### config.mk
export PLATFORM = sky130hd
export DESIGN_NAME = prog_seq
export DESIGN_NICKNAME = d
export VERILOG_FILES = /design/src/rtl/prog_seq_pkg.sv /design/src/rtl/prog_cyc_ctr.sv /design/src/rtl/prog_seq.sv
export SDC_FILE = /design/constraint.sdc
export NUM_CORES = 1
export LEC_CHECK = 0
export BUFFER_PORTS_ARGS = -buffer_cell sky130_fd_sc_hd__buf_2
export CAP_MARGIN = 15
export CORE_MARGIN = 3
export CORE_UTILIZATION = 45
export DETAILED_ROUTE_END_ITERATION = 7
export GPL_TIMING_DRIVEN = 0
export PLACE_DENSITY = 0.66
export SLEW_MARGIN = 10
export SYNTH_ARGS = -nofsm -noshare
export SYNTH_HDL_FRONTEND = slang
export SYNTH_SLANG_ARGS = --single-unit
### constraint.sdc
create_clock -name Clk -period 5.5 [get_ports Clk]
set_clock_uncertainty 0.2 [all_clocks]
set_input_delay 0.55 -clock Clk [delete_from_list [all_inputs] [get_ports Clk]]
set_output_delay 0.55 -clock Clk [all_outputs]
set_load 0.005 [all_outputs]
### src/rtl/prog_seq_pkg.sv
// Shared types and constants for the program sequencer: FSM state encoding,
// resident program base-address table and watchdog limit.
package prog_seq_pkg;

   typedef enum logic [2:0] {
      S_IDLE,
      S_LOAD,
      S_RUN,
      S_FLUSH,
      S_FIN
   } state_e;

   localparam int unsigned NUM_BASE = 3;
   localparam logic [31:0] PROG_BASE [NUM_BASE] = '{32'd0, 32'd256, 32'd512};

   localparam int unsigned WDOG_LIM = 1000;

   // Indices beyond the table fall back to address 0.
   function automatic logic [31:0] prog_base_addr(input int unsigned idx);
      logic [$clog2(NUM_BASE)-1:0] sel;
      sel = idx[$clog2(NUM_BASE)-1:0];
      if (idx >= NUM_BASE) return '0;
      return PROG_BASE[sel];
   endfunction

endpackage

### src/rtl/prog_cyc_ctr.sv
// Saturating cycle counter: clear has priority, then increment while enabled,
// otherwise hold.
module prog_cyc_ctr #(
   parameter int unsigned CW = 16
) (
   input  logic          clk,
   input  logic          rst_n,
   input  logic          clr,
   input  logic          en,
   output logic [CW-1:0] cnt
);

   logic [CW-1:0] cnt_q, cnt_d;

   always_comb begin
      cnt_d = cnt_q;
      if (clr) begin
         cnt_d = '0;
      end else if (en && (cnt_q != '1)) begin
         cnt_d = cnt_q + CW'(1);
      end
   end

   always_ff @(posedge clk or negedge rst_n) begin
      if (!rst_n) begin
         cnt_q <= '0;
      end else begin
         cnt_q <= cnt_d;
      end
   end

   assign cnt = cnt_q;

endmodule

### src/rtl/prog_seq.sv
// Program sequencer: launches NPROG resident programs in turn, counts RUN cycles
// and drains the pipeline after Done. Define PROG_SEQ_WDOG_EN for the watchdog abort.
module prog_seq
   import prog_seq_pkg::*;
#(
   parameter int unsigned L     = 10,
   parameter int unsigned NPROG = 3,
   parameter int unsigned CW    = 16,
   parameter int unsigned DRAIN = 2
) (
   input  logic                     Clk,
   input  logic                     Reset,
   input  logic                     Start,
   input  logic                     Done,
   output logic                     PcLoad,
   output logic [L-1:0]             PcLoadAddr,
   output logic                     Run,
   output logic                     Ack,
   output logic [$clog2(NPROG)-1:0] ProgIdx,
   output logic [CW-1:0]            CycCnt,
   output logic                     AllDone,
   output logic                     Fault
);

   localparam int unsigned IW = $clog2(NPROG);
   localparam int unsigned DW = (DRAIN > 1) ? $clog2(DRAIN) : 1;

   state_e         state_q, state_d;
   logic [IW-1:0]  idx_q, idx_d;
   logic [L-1:0]   addr_q, addr_d;
   logic [DW-1:0]  drain_q, drain_d;
   logic           all_done_q, all_done_d;
   logic           pc_load_q, pc_load_d;
   logic           run_q, run_d;
   logic           ack_q, ack_d;
   logic           wdog_trip;
   logic           cnt_clr, cnt_en;
`ifdef PROG_SEQ_WDOG_EN
   logic           fault_q, fault_d;
`endif

   always_comb begin
      state_d    = state_q;
      idx_d      = idx_q;
      addr_d     = addr_q;
      drain_d    = drain_q;
      all_done_d = all_done_q;
      wdog_trip  = 1'b0;
`ifdef PROG_SEQ_WDOG_EN
      fault_d    = fault_q;
`endif
      unique case (state_q)
         S_IDLE: begin
            if (Start && !all_done_q) begin
               state_d = S_LOAD;
               addr_d  = L'(prog_base_addr(32'(idx_q)));
            end
         end
         S_LOAD: state_d = S_RUN;
         S_RUN: begin
            drain_d = '0;
            if (Done) begin
               state_d = (DRAIN == 0) ? S_FIN : S_FLUSH;
            end
`ifdef PROG_SEQ_WDOG_EN
            else if (32'(CycCnt) >= WDOG_LIM) begin
               wdog_trip = 1'b1;
               state_d   = S_FIN;
               fault_d   = 1'b1;
            end
`endif
         end
         S_FLUSH: begin
            if (drain_q == DW'(DRAIN - 1)) begin
               state_d = S_FIN;
            end else begin
               drain_d = drain_q + DW'(1);
            end
         end
         S_FIN: begin
            state_d = S_IDLE;
            if (idx_q == IW'(NPROG - 1)) begin
               all_done_d = 1'b1;
            end else begin
               idx_d = idx_q + IW'(1);
            end
         end
         default: state_d = S_IDLE;
      endcase

      // Outputs are decoded from the next state so they register in step with it.
      pc_load_d = (state_d == S_LOAD);
      run_d     = (state_d == S_RUN) || (state_d == S_FLUSH);
      ack_d     = (state_d == S_FIN);
   end

   assign cnt_clr = (state_q == S_LOAD);
   assign cnt_en  = (state_q == S_RUN) && !wdog_trip;

   prog_cyc_ctr #(
      .CW(CW)
   ) u_cyc_ctr (
      .clk  (Clk),
      .rst_n(Reset),
      .clr  (cnt_clr),
      .en   (cnt_en),
      .cnt  (CycCnt)
   );

   always_ff @(posedge Clk or negedge Reset) begin
      if (!Reset) begin
         state_q    <= S_IDLE;
         idx_q      <= '0;
         addr_q     <= '0;
         drain_q    <= '0;
         all_done_q <= 1'b0;
         pc_load_q  <= 1'b0;
         run_q      <= 1'b0;
         ack_q      <= 1'b0;
      end else begin
         state_q    <= state_d;
         idx_q      <= idx_d;
         addr_q     <= addr_d;
         drain_q    <= drain_d;
         all_done_q <= all_done_d;
         pc_load_q  <= pc_load_d;
         run_q      <= run_d;
         ack_q      <= ack_d;
      end
   end

`ifdef PROG_SEQ_WDOG_EN
   always_ff @(posedge Clk or negedge Reset) begin
      if (!Reset) begin
         fault_q <= 1'b0;
      end else begin
         fault_q <= fault_d;
      end
   end

   assign Fault = fault_q;
`else
   assign Fault = 1'b0;
`endif

   assign PcLoad     = pc_load_q;
   assign PcLoadAddr = addr_q;
   assign Run        = run_q;
   assign Ack        = ack_q;
   assign ProgIdx    = idx_q;
   assign AllDone    = all_done_q;

endmodule

# Word-level counts from Yosys, hierarchy flattened
# Index checks and enable logic that the tools add are counted.
classes:
  bitwise: 2
  n_reduce_logical: 10
  n_addsub: 3
  n_mux: 16
  eq_ne: 10
  n_lt_le_gt_ge: 2
op_table:
  columns: ["operator", "n"]
  rows:
  - ["32-bit binary-select mux with 2-bit select", 1]
  - ["10-bit 2-to-1 mux", 4]
  - ["16-bit 2-to-1 mux", 2]
  - ["16-bit by 1-bit adder with 16-bit output, second input constant", 1]
  - ["16-bit inequality test, second input constant", 1]
  - ["3-bit by 2-bit == test with 1-bit output, second input constant", 4]
  - ["3-bit one-hot mux with 4 select lines", 1]
  - ["3-bit 2-to-1 mux", 3]
  - ["3-bit by 1-bit == test with 1-bit output, second input constant", 2]
  - ["3-bit == test, second input constant", 2]
  - ["2-bit AND reduction", 3]
  - ["1-bit 2-to-1 mux", 4]
  - ["2-bit nonzero test", 2]
  - ["3-bit greater-or-equal comparator, second input constant", 1]
  - ["3-bit logical NOT", 1]
  - ["2-bit inverter with 3-bit output", 1]
  - ["2-bit by 1-bit adder with 2-bit output, second input constant", 1]
  - ["2-bit == test, second input constant", 1]
  - ["2-bit greater-or-equal comparator, second input constant", 1]
  - ["1-bit logical AND", 2]
  - ["1-bit one-hot mux with 2 select lines", 1]
  - ["1-bit adder, second input constant", 1]
  - ["1-bit logical NOT", 1]
  - ["1-bit logical OR", 1]
  - ["1-bit inverter", 1]
word_totals:
  regBits: 36
  in_bits: 4
  wordCells: 52
  output_inout_bits: 33

# Depth between registers and ports, before layout
depth:
  word_depth: 6
  mapped_depth: 7
  ltp_nobuf: 6

# Modules after synthesis
# From an unflattened synthesis, not the netlist that was laid out.
hier_totals:
  hier_cells: 146
  hier_area_um2: 1519.0
modules_own_cells:
  columns: ["mod", "instances", "cells_each", "area_each_um2", "seq_area_each_um2"]
  rows:
  - ["prog_cyc_ctr", 1, 98, 942.2, 400.4]
  - ["prog_seq", 1, 48, 576.8, 300.3]

# Worst setup path after synthesis
# Ideal clock, no wire load.
synth_timing:
  path_type: "reg2reg"
  start: "register state_q[2]"
  end: "register u_cyc_ctr.cnt_q[7], in the netlist u_cyc_ctr.cnt[7]"
  n_path_buf: 2
  required_time_ps: 5158
  path_slack_ps: 3691
  path_stages_with_launch: 7
  arrival_time_ps: 1468
  setup_time_ps: 142
  period_less_slack_ps: 1809
  cell_sequence: "dfrtp_1 > buf_6 > or3b_4 > buf_6 > nor4_2 > xnor2_1 > nor2_1"
synth_between:
  elab_chain_len: 3
  elab_cells_between_ends: 5
  classes_between: "eq/ne (2); mux (1); reduce/logical (2)"
synth_rtl:
  columns: ["item", "line", "rtl"]
  rows:
  - ["from (decl)", "prog_seq.sv:28", "state_e state_q, state_d;"]
  - ["from (signal assigned)", "prog_seq.sv:121", "state_q <= state_d;"]
  - ["3-bit by 2-bit == test with 1-bit output", "prog_seq.sv:98", "assign cnt_en = (state_q == S_RUN) && !wdog_trip;"]
  - ["1-bit logical AND", "prog_cyc_ctr.sv:19", "end else if (en && (cnt_q != '1)) begin"]
  - ["2-bit nonzero test (no source line)", null, null]
  - ["to (signal assigned)", "prog_cyc_ctr.sv:28", "cnt_q <= cnt_d;"]
  - ["to (decl)", "prog_cyc_ctr.sv:13", "logic [CW-1:0] cnt_q, cnt_d;"]
# Several ways; a longest one is shown, not always the timed one.
# A chain may end at the register's enable or synchronous reset.

# Final worst setup path
layout_timing:
  start: "register u_cyc_ctr.cnt_q[0], in the netlist u_cyc_ctr.cnt[0]"
  end: "register u_cyc_ctr.cnt_q[15], in the netlist u_cyc_ctr.cnt[15]"
layout_between:
  elab_chain_len: 3
  elab_cells_between_ends: 6
  classes_between: "add/sub (1); eq/ne (1); mux (2); reduce/logical (2)"
layout_rtl:
  columns: ["item", "line"]
  rows:
  - ["16-bit by 1-bit adder with 16-bit output or 16-bit inequality test (tied branches)", "prog_cyc_ctr.sv:20, prog_cyc_ctr.sv:19"]
  - ["16-bit 2-to-1 mux or 1-bit logical AND (tied branches)", "prog_cyc_ctr.sv:19"]
  - ["16-bit 2-to-1 mux or 2-bit nonzero test (tied branches)", null]
# Several ways; a longest one is shown, not always the timed one. The select of a mux whose other input is x is not followed.

==> qor.yml <==
die:
  io_pins: 37
  die_area_sq_um: 4080
  initial_utilization: 0.482
  die_h_um: 63.9
  rows: 20
  core_sq_um: 3130
  die_x_um: 63.9
run_status:
  outcome: "completed"
synth:
  ys_ff_latch: 28
  synth_top_flop_cell: "dfrtp_1"
  seq_area_frac_synth: 0.465
  syn_inst: 146
  synth_warnings: 0
  ys_types: 37
  synth.cell_area_sq_um: 1510
  async_reset_ff_frac: 1.00
  synth_edf_count: 0
  synth.avg_cell_area_sq_um: 10.3
global_routing:
  grt_max_degree: 29
  grt_antenna_before_repair: 0
  grt_util_all_layers: 0.152
  grt_pass1_wl_mm: 4.94
  grt_pass1_vias: 1060
  grt_overflow: 0
  grtUsageMet1: 0.194
  gr-usage-met2: 0.257
  gr-usage-met3: 0.0299
  busiest_layer: "met2"
final_layout:
  area_growth_pct: 17.0
  stdcell_area_sq_um: 1760
  antenna_cells: 0
  drive_above_1_share: 0.330
  final_common_cell: "dfrtp_1"
  finalNetCount: 193
  fillers: 292
  final_util: 0.564
  layout_common_cells: "dfrtp_1, buf_2, nand2_1"
sta:
  maxSlewViolCount: 0
  max_freq_mhz: 506
  setup_viol: 0
  slew_headroom: 0.484
  min_period_ns: 1.97
  finalWorstSetupSlack_ns: 3.53
  finalHoldViolations: 0
  rsz0062_at_grt: "false"
  final.period_utilization: 0.359
  final.setup.tns_ns: 0
  tightest_slew_ns: 0.772
routing:
  wl_per_cell_um: 12.1
  vias: 1127
  vias_per_cell: 4.92
  drt_wl_total_mm: 2.77
  antenna_left: 0
  drc_errors: 0
  drt_iter0_drc: 41
  detailedRoute.firstPassIterationCount: 4
clocking:
  ctsHoldBuffers: 0
  cts_buffers: 3
  clock-root-buffer: "clkbuf_4"
  cts.clk_slew.worst_paths_ns: 0.15
  cts_resized: 0
  post_cts_buffers: 0
  clockBufferDepth: 2
  cts_tree: "yes"
  clock-sinks: 28
  clock_latency_ns: 0.33
  htreeDepth: 1
critical_path:
  crit_fanout: 6
  rrSetupSlack_ns: 3.53
  critPathCaptureType: "flip-flop"
  critPathKind: "flip-flop to flip-flop"
  reg2reg_from: "u_cyc_ctr.cnt[0]"
  critPathArrivalTime_ns: 2.06
  start_kind: "flip-flop"
  worstPathRequired_ns: 5.58
  worst_r2r_path_depth: 5
  rr_endpoint: "u_cyc_ctr.cnt[15]"
power_and_ir_drop:
  leakagePower_nw: 0.893
  ir_drop_uv: 234
  power.density_nw_per_um2: 382
placed_design:
  place_ws_ns: 3.53
  port_buffers: 27
  hpwl_mm: 2.08
  place.gp.congestion: 0.817
  dpl-instance-area_sq_um: 1730
run:
  maxCapViolations: 0
min_path:
  hp-class: "primary input to async pin"
cells in the mapped netlist, types with 2 or more instances:
library cell / count / area [sq um]
nor3_1: 6 / 30.0
dfrtp_1: 28 / 701
or3_4: 2 / 22.5
nor3_2: 2 / 20.0
o21bai_1: 3 / 22.5
nor2_1: 14 / 52.6
a21o_1: 2 / 15.0
mux2i_1: 6 / 60.1
xnor2_1: 6 / 52.6
nor4_2: 4 / 50.1
mux2_2: 3 / 33.8
o21ai_1: 5 / 25.0
buf_6: 2 / 22.5
and3_1: 3 / 18.8
inv_1: 5 / 18.8
nand2_1: 16 / 60.1
buf_4: 10 / 75.1
ha_1: 3 / 37.5
nand3_1: 5 / 25.0
nand4_1: 4 / 25.0
sequential cells by signal, indices dropped and copies added, names as in the netlist:
signal,cells
u_cyc_ctr.cnt,16
state_q,3
PcLoadAddr,2
ProgIdx,2
Ack,1
AllDone,1
PcLoad,1
Run,1
drain_q,1
power breakdown:
part	internal [mW]	switching (mW)	total [mW]	leakage, nW
clock network	0.0405	0.0592	0.0998	0.0210
logic	0.134	0.142	0.276	0.499
registers	0.255	0.0437	0.298	0.372
layout make-up:
class                   count  area, sq um  area share
well taps                  44         55.1      0.0312
multi-input cells         108          717       0.406
repair buffers             27          135      0.0766
clock buffers               4         36.3      0.0206
inverters                   5         18.8      0.0106
plain buffers              13          101      0.0574
flip-flops and latches     28          701       0.397
layer usage:
metal / part of all wire / wire length [um]
met1: 0.45 / 1240
met5: 0 / 0
met3: 0.047 / 131
met4: 0.015 / 42
met2: 0.49 / 1360
worst max-delay path by stage:
stage	from	slack (ns)	end	depth (start not counted)
final	u_cyc_ctr.cnt[0]	3.53	u_cyc_ctr.cnt[15]	5
after global routing	u_cyc_ctr.cnt[4]	3.38	u_cyc_ctr.cnt[13]	6
after CTS	u_cyc_ctr.cnt[0]	3.51	u_cyc_ctr.cnt[15]	5
after detailed placement	u_cyc_ctr.cnt[4]	3.53	u_cyc_ctr.cnt[13]	6
after global placement	u_cyc_ctr.cnt[2]	3.57	u_cyc_ctr.cnt[15]	5
after floorplan	state_q[2]	3.69	u_cyc_ctr.cnt[7]	6
cells by family after synthesis:
| logic type | Yosys count | synth area share |
|---|---|---|
| other cells | 1 | 0.00249 |
| compound gates | 14 | 0.0614 |
| xor+xnor | 7 | 0.0407 |
| buf+inv | 18 | 0.0797 |
| mux | 9 | 0.0622 |
| fa+ha+maj | 3 | 0.0249 |
| flops | 28 | 0.465 |
| simple gates | 66 | 0.264 |
metrics by stage:
stage	hold slack, ns	std cells	total power [mW]
after detailed placement	0.278	225	0.581
after global placement	0.285	225	0.573
final	0.00813	229	0.674
after global routing	0.0255	229	0.736
after floorplan	0.0544	154	0.498
after CTS	0.0271	229	0.686
worst max-delay path, cell delays in order, from the launching register on:
cell and delay, ns:
dfrtp_1 0.45, nand4_1 0.27, or3_4 0.42, or3_4 0.36, nor3_2 0.12, a21o_1 0.10
No activity file was read; power rests on OpenSTA's default activity.
